===== src/rtl/kmeans_pkg.sv =====
// Shared widths, FSM state encoding and packed point/accumulator types for the
// k-means centroid update path.
`default_nettype none

package kmeans_pkg;

    localparam int c_coord_num        = 7;
    localparam int c_cordinate_width  = 13;
    localparam int c_accum_cord_width = 22;
    localparam int c_count_width      = 10;
    localparam int c_centroid_num     = 8;

    typedef enum logic [2:0] {
        S_IDLE  = 3'd0,
        S_READ  = 3'd1,
        S_LOAD  = 3'd2,
        S_DIV   = 3'd3,
        S_WRITE = 3'd4,
        S_NEXT  = 3'd5,
        S_DONE  = 3'd6
    } div_state_e;

    typedef logic [c_coord_num-1:0][c_cordinate_width-1:0]  point_t;
    typedef logic [c_coord_num-1:0][c_accum_cord_width-1:0] accum_t;

endpackage

`default_nettype wire


===== src/rtl/centroid_div_lane.sv =====
// One restoring unsigned divider lane: load captures the operands, each step
// retires one quotient bit MSB first; the output saturates to the coordinate width.
`default_nettype none

module centroid_div_lane #(
    parameter int accum_cord_width = 22,
    parameter int count_width      = 10,
    parameter int cordinate_width  = 13
) (
    input  logic                        clk,
    input  logic                        rst_n,
    input  logic                        load_i,
    input  logic                        step_i,
    input  logic [accum_cord_width-1:0] dividend_i,
    input  logic [count_width-1:0]      divisor_i,
    output logic [cordinate_width-1:0]  quotient_o
);

    // quo_q starts as the dividend and is shifted left, quotient bits enter at the LSB.
    logic [accum_cord_width-1:0] quo_q, quo_d;
    logic [count_width-1:0]      rem_q, rem_d;
    logic [count_width-1:0]      div_q, div_d;
    logic [count_width:0]        w_trial;

    always_ff @(posedge clk or negedge rst_n) begin
        if (!rst_n) begin
            quo_q <= '0;
            rem_q <= '0;
            div_q <= '0;
        end else begin
            quo_q <= quo_d;
            rem_q <= rem_d;
            div_q <= div_d;
        end
    end

    always_comb begin
        quo_d   = quo_q;
        rem_d   = rem_q;
        div_d   = div_q;
        w_trial = {rem_q, quo_q[accum_cord_width-1]};
        if (load_i) begin
            quo_d = dividend_i;
            rem_d = '0;
            div_d = divisor_i;
        end else if (step_i) begin
            if (w_trial >= {1'b0, div_q}) begin
                rem_d = count_width'(w_trial - {1'b0, div_q});
                quo_d = {quo_q[accum_cord_width-2:0], 1'b1};
            end else begin
                rem_d = w_trial[count_width-1:0];
                quo_d = {quo_q[accum_cord_width-2:0], 1'b0};
            end
        end
    end

    assign quotient_o = (|quo_q[accum_cord_width-1:cordinate_width]) ? '1
                                                                     : quo_q[cordinate_width-1:0];

endmodule

`default_nettype wire


===== src/rtl/centroid_divider.sv =====
// Sweeps all centroids once per k-means iteration, dividing each accumulated
// coordinate sum by its point count and writing the new centroid back.
`default_nettype none

module centroid_divider
    import kmeans_pkg::*;
#(
    parameter int accum_width      = c_coord_num * c_accum_cord_width,
    parameter int dataWidth        = c_coord_num * c_cordinate_width,
    parameter int centroid_num     = c_centroid_num,
    parameter int accum_cord_width = c_accum_cord_width,
    parameter int cordinate_width  = c_cordinate_width,
    parameter int count_width      = c_count_width,
    parameter int addrWidth        = 8,
    localparam int idx_width       = (centroid_num > 1) ? $clog2(centroid_num) : 1
) (
    input  logic                   clk,
    input  logic                   rst_n,
    input  logic                   start,
    output logic                   busy,
    output logic                   done,
    output logic                   acc_rd_en,
    output logic [idx_width-1:0]   acc_rd_addr,
    input  logic [accum_width-1:0] acc_rd_data,
    input  logic [count_width-1:0] cnt_rd_data,
    output logic                   cent_wr_en,
    output logic [addrWidth-1:0]   cent_wr_addr,
    output logic [dataWidth-1:0]   cent_wr_data
);

    localparam int bit_cnt_width = $clog2(accum_cord_width);
    localparam logic [bit_cnt_width-1:0] c_last_bit = bit_cnt_width'(accum_cord_width - 1);
    localparam logic [idx_width-1:0]     c_last_idx = idx_width'(centroid_num - 1);

    div_state_e               state_q, state_d;
    logic [idx_width-1:0]     index_q, index_d;
    logic [bit_cnt_width-1:0] bit_cnt_q, bit_cnt_d;
    logic                     skip_q, skip_d;
    logic [dataWidth-1:0]     wr_hold_q, wr_hold_d;

    logic   w_load;
    logic   w_step;
    accum_t w_sums;
    point_t w_quot;

    assign w_sums = acc_rd_data;

    generate
        for (genvar g = 0; g < c_coord_num; g++) begin : g_lane
            centroid_div_lane #(
                .accum_cord_width (accum_cord_width),
                .count_width      (count_width),
                .cordinate_width  (cordinate_width)
            ) u_lane (
                .clk        (clk),
                .rst_n      (rst_n),
                .load_i     (w_load),
                .step_i     (w_step),
                .dividend_i (w_sums[g]),
                .divisor_i  (cnt_rd_data),
                .quotient_o (w_quot[g])
            );
        end
    endgenerate

    always_ff @(posedge clk or negedge rst_n) begin
        if (!rst_n) begin
            state_q   <= S_IDLE;
            index_q   <= '0;
            bit_cnt_q <= '0;
            skip_q    <= 1'b0;
            wr_hold_q <= '0;
        end else begin
            state_q   <= state_d;
            index_q   <= index_d;
            bit_cnt_q <= bit_cnt_d;
            skip_q    <= skip_d;
            wr_hold_q <= wr_hold_d;
        end
    end

    always_comb begin
        state_d   = state_q;
        index_d   = index_q;
        bit_cnt_d = bit_cnt_q;
        skip_d    = skip_q;
        wr_hold_d = wr_hold_q;
        w_load    = 1'b0;
        w_step    = 1'b0;
        case (state_q)
            S_IDLE: begin
                if (start) begin
                    index_d = '0;
                    state_d = S_READ;
                end
            end
            S_READ: state_d = S_LOAD;
            S_LOAD: begin
                // A zero-count slot passes through WRITE with the strobe masked,
                // so it costs four cycles and leaves the stored centroid alone.
                bit_cnt_d = '0;
                skip_d    = (cnt_rd_data == '0);
                if (cnt_rd_data == '0) begin
                    state_d = S_WRITE;
                end else begin
                    w_load  = 1'b1;
                    state_d = S_DIV;
                end
            end
            S_DIV: begin
                w_step    = 1'b1;
                bit_cnt_d = bit_cnt_q + 1'b1;
                if (bit_cnt_q == c_last_bit) begin
                    state_d = S_WRITE;
                end
            end
            S_WRITE: begin
                if (!skip_q) begin
                    wr_hold_d = w_quot;
                end
                state_d = S_NEXT;
            end
            S_NEXT: begin
                if (index_q == c_last_idx) begin
                    state_d = S_DONE;
                end else begin
                    index_d = index_q + 1'b1;
                    state_d = S_READ;
                end
            end
            S_DONE:  state_d = S_IDLE;
            default: state_d = S_IDLE;
        endcase
    end

    assign busy         = (state_q != S_IDLE) && (state_q != S_DONE);
    assign done         = (state_q == S_DONE);
    assign acc_rd_en    = (state_q == S_READ);
    assign acc_rd_addr  = acc_rd_en ? index_q : '0;
    assign cent_wr_en   = (state_q == S_WRITE) && !skip_q;
    assign cent_wr_addr = cent_wr_en ? addrWidth'(index_q) : '0;
    assign cent_wr_data = cent_wr_en ? w_quot : wr_hold_q;

endmodule

`default_nettype wire


===== config.mk =====
export PLATFORM = sky130hd
export DESIGN_NAME = centroid_divider
export DESIGN_NICKNAME = d
export VERILOG_FILES = /design/src/rtl/kmeans_pkg.sv /design/src/rtl/centroid_div_lane.sv /design/src/rtl/centroid_divider.sv
export SDC_FILE = /design/constraint.sdc
export NUM_CORES = 1
export LEC_CHECK = 0
export BUFFER_PORTS_ARGS = -buffer_cell sky130_fd_sc_hd__buf_2
export CAP_MARGIN = 20
export CORE_UTILIZATION = 31
export CTS_CLUSTER_SIZE = 40
export DETAILED_ROUTE_END_ITERATION = 12
export SETUP_SLACK_MARGIN = 0.1
export SLEW_MARGIN = 20
export SYNTH_ARGS = -nofsm -noshare
export SYNTH_HDL_FRONTEND = slang
export SYNTH_HIERARCHICAL = 1
export SYNTH_SLANG_ARGS = --single-unit

===== constraint.sdc =====
create_clock -name clk -period 3.7 [get_ports clk]
set_input_delay 0.74 -clock clk [delete_from_list [all_inputs] [get_ports clk]]
set_output_delay 0.74 -clock clk [all_outputs]
set_load 0.01 [all_outputs]

==> reports/qor.yml <==
total_power_mw: 26.61
layout_commonest_cell: "dfrtp_1"
drt-initial-drc-count: 818
syn_avg_cell_area_um2: 10.21
routed_via_density: 4.809
met3RoutedLength_um: 2132
antenna_left: 0
chipHeight_um: 265.7
final_setup_violation_count: 0
power_density_nw_per_um2: 1034
cp-start-kind: "flop"
sequentialPowerShare_pct: 29.3
rsz_0062_raised_after_global_routing: "no"
floorplan.die.width_um: 265.7
ys_async_sr_fraction_pct: 100.0
timing.critical_path.cells: "nor4_1, nand3_1, or2_2, mux2_1, buf_2"
r2r_slack_ns: 1.01
totalNegativeSetupSlack_ns: 0
p_leak_nw: 11.02
final_critical_delay_including_setup_and_external_delays_ns: 3.375
route.final.wire_length_um: 52120
utilization_pct: 37.45
area.growth.synth_to_final_pct: 19.40
critPathRequiredTime_ns: 2.96
insertion_delay_ns: 0.59
power_switching_share_pct: 40.99
worst_slack_at_placement_ns: 0.8394
hp-class: "in -> async"
tritoncts_num_sinks: 397
clock_pin_slew_worst_setup_and_hold_paths_ns: 0.06
buffers_and_inverters_on_the_worst_path: 1
worst-slew-pin-transition_ns: 0.7010
finalHoldViolations: 0
pin_count_of_the_biggest_net_entering_global_routing: 105
end_kind: "output pin"
post_synth_instance_area_um2: 21550
worst_setup_path_startpoint: "g_lane[6].u_lane/quo_q[17]"
worst_r2r_startpoint: "state_q[1]"
hpwl_after_detailed_placement_um: 35880
post-cts-setup-buffers: 0
finalHoldWorstSlack_ns: 0.1415
power_report.internal_total_mw: 15.70
kind_of_critical_path: "reg -> out"
post_layout_nonfiller_instances: 3312
initial_antenna_violation_count: 3
route.layer.met1.wl_um: 23640
grt.total_usage_pct: 14.66
max_freq_mhz: 296.3
place_congestion: 0.8061
placement.cell_area_um2: 24030
final.fill_count: 6879
regToRegEndpoint: "g_lane[4].u_lane/quo_q[15]"
share_of_layout_cells_above_drive_strength_1_pct: 25.09
critical-path-slowest-cell: "or2_2"
grt.overflow.total: 0
pin_count: 273
finalInstanceArea_um2: 25730
dr_wl_met2_um: 25320
effective_utilization_at_floorplan_pct: 31.36
switchingPower_mw: 10.91
critical_path_fanout_max: 13
place.port_buffers: 267
critPathTopFamily: "simple AND/OR/NAND/NOR gates"
comb_power_share_pct: 51.8
max_stage_delay_ns: 0.42
via_count_of_the_first_global_routing_pass: 16313
placed_cells_incl_taps: 3225
timing.critical_path.arrival_ns: 2.63
detail_route.drc_violations: 0
die-area_um2: 70570
synth-seq-cells: 397
outcome: "finished clean"
clock_power_share_pct: 18.9
finalNetCount: 2593
rr_worst_depth: 5
highest-signal-layer: "met4"
routed-via-count: 15929
leading_cell_types_in_the_layout_fill_and_taps_excluded: "397 x dfrtp_1, 266 x buf_2, 249 x nand2_1, 238 x o21ai_0, 196 x mux2i_1"
cts_hold_buffers: 0
cts-buffers-inserted: 49
clock-root-buffer: "clkbuf_16"
max-vdd-ir-drop_uv: 465.7
ctsResizeCount: 0
synth_warnings: 6
yosysUniqueCellTypes: 65
cts-htree-levels: 2
clock_tree.buffer_depth: 3
drtPass1Iterations: 4
fin_worst_skew_ns: 0.02499
placeableCoreArea_um2: 68710
synth_enable_flop_cells: 0
maxCapViolCount: 0
fin_ws_ns: 0.3254
grt_pass1_wl_um: 84610
relSlewSlack_pct: 52.84
tritoncts_clock_tree: "built"
synth.yosys.seq_area_share_pct: 46.10
number_of_core_rows: 96
post-route-period-util_pct: 91.21
slew_viol_final: 0
netlist_instances: 2111
dominantRegCellSynth: "dfrtp_1"
post_drt_wl_per_cell_um: 15.74
[sequential cells by signal (all words and copies together), names as in the netlist]
signal / cells
g_lane.u_lane/quo_q: 154
wr_hold_q: 91
g_lane.u_lane/div_q: 70
g_lane.u_lane/rem_q: 70
bit_cnt_q: 5
index_q: 3
state_q: 3
skip_q: 1
[power by group through the flow]
stage	logic, mW	registers (mW)	clock network (mW)
6_report	13.8	7.80	5.03
5_1_grt	15.4	8.10	5.38
4_1_cts	13.9	7.83	5.24
3_5_place_dp	13.9	7.88	0
3_3_place_gp	13.5	7.79	0
2_1_floorplan	11.1	7.43	0
[Yosys cell counts, types with 5 or more instances]
master    instances  area share (%)
buf_4            11            0.38
mux2i_1         196             9.1
dfrtp_1         397              46
buf_2             5            0.12
buf_6             7            0.37
nand3_1          16            0.37
xor2_1           18            0.73
a41oi_4           7            0.89
a311oi_1          9            0.37
a211oi_1         42             1.5
buf_1            10            0.17
nor2b_1           6            0.17
a311o_1           7            0.33
nor3_1           24            0.56
inv_1           108             1.9
nor2_1          117             2.0
o21ai_0         238             5.5
xnor2_1          21            0.85
nand3b_1         14            0.49
nand2_1         249             4.3
nand4_1          16            0.46
fa_1              7            0.65
or2_2            94             2.7
mux2_1           46             2.4
a21o_1           15            0.52
o21bai_1          7            0.24
a21oi_1          44             1.0
nand2b_1         17            0.49
nor3b_1          17            0.59
nor4_1           13            0.38
a211oi_2          7            0.41
clkbuf_1         90             1.6
and2_1           13            0.38
a21oi_2          11            0.45
and3_1            7            0.20
mux2_2           57             3.0
ha_1             74             4.3
[area by class of cell]
class | count | area, um2 | area share [%]
inverter | 108 | 412.9 | 1.605
tap | 931 | 1165 | 4.527
clock buffer | 64 | 1395 | 5.422
multi-input combinational | 1487 | 10690 | 41.53
sequential | 397 | 9935 | 38.61
antenna | 2 | 5.005 | 0.01945
timing repair buffer | 302 | 1834 | 7.129
clock inverter | 21 | 299.0 | 1.162
[worst max path at each step]
stage	to	slack [ns]	depth (start not counted)
after detailed placement	g_lane[4].u_lane/quo_q[20]	0.84	6
after CTS	cent_wr_data[60]	0.21	5
after floorplan	g_lane[0].u_lane/rem_q[2]	0.60	6
after global placement	cent_wr_data[60]	0.88	5
final	cent_wr_data[80]	0.33	5
after global routing	cent_wr_data[69]	0.11	5
[layer usage]
layer / vias to the layer above / track usage [%]
li1: 7826 / -
met1: 7752 / 18.96
met2: 282 / 25.05
met3: 69 / 2.537
met4: 0 / 4.116
met5: - / 0
[cells by family after synthesis]
group | count (synthesis) | synth area share, %
compound gates | 442 | 14.26
xor+xnor | 39 | 1.585
fa+ha+maj | 81 | 4.947
buf+inv | 231 | 4.488
flops | 397 | 46.10
mux | 303 | 14.77
other cells | 1 | 0.01740
simple gates | 617 | 13.84
Power figures use the tool's default switching activity.
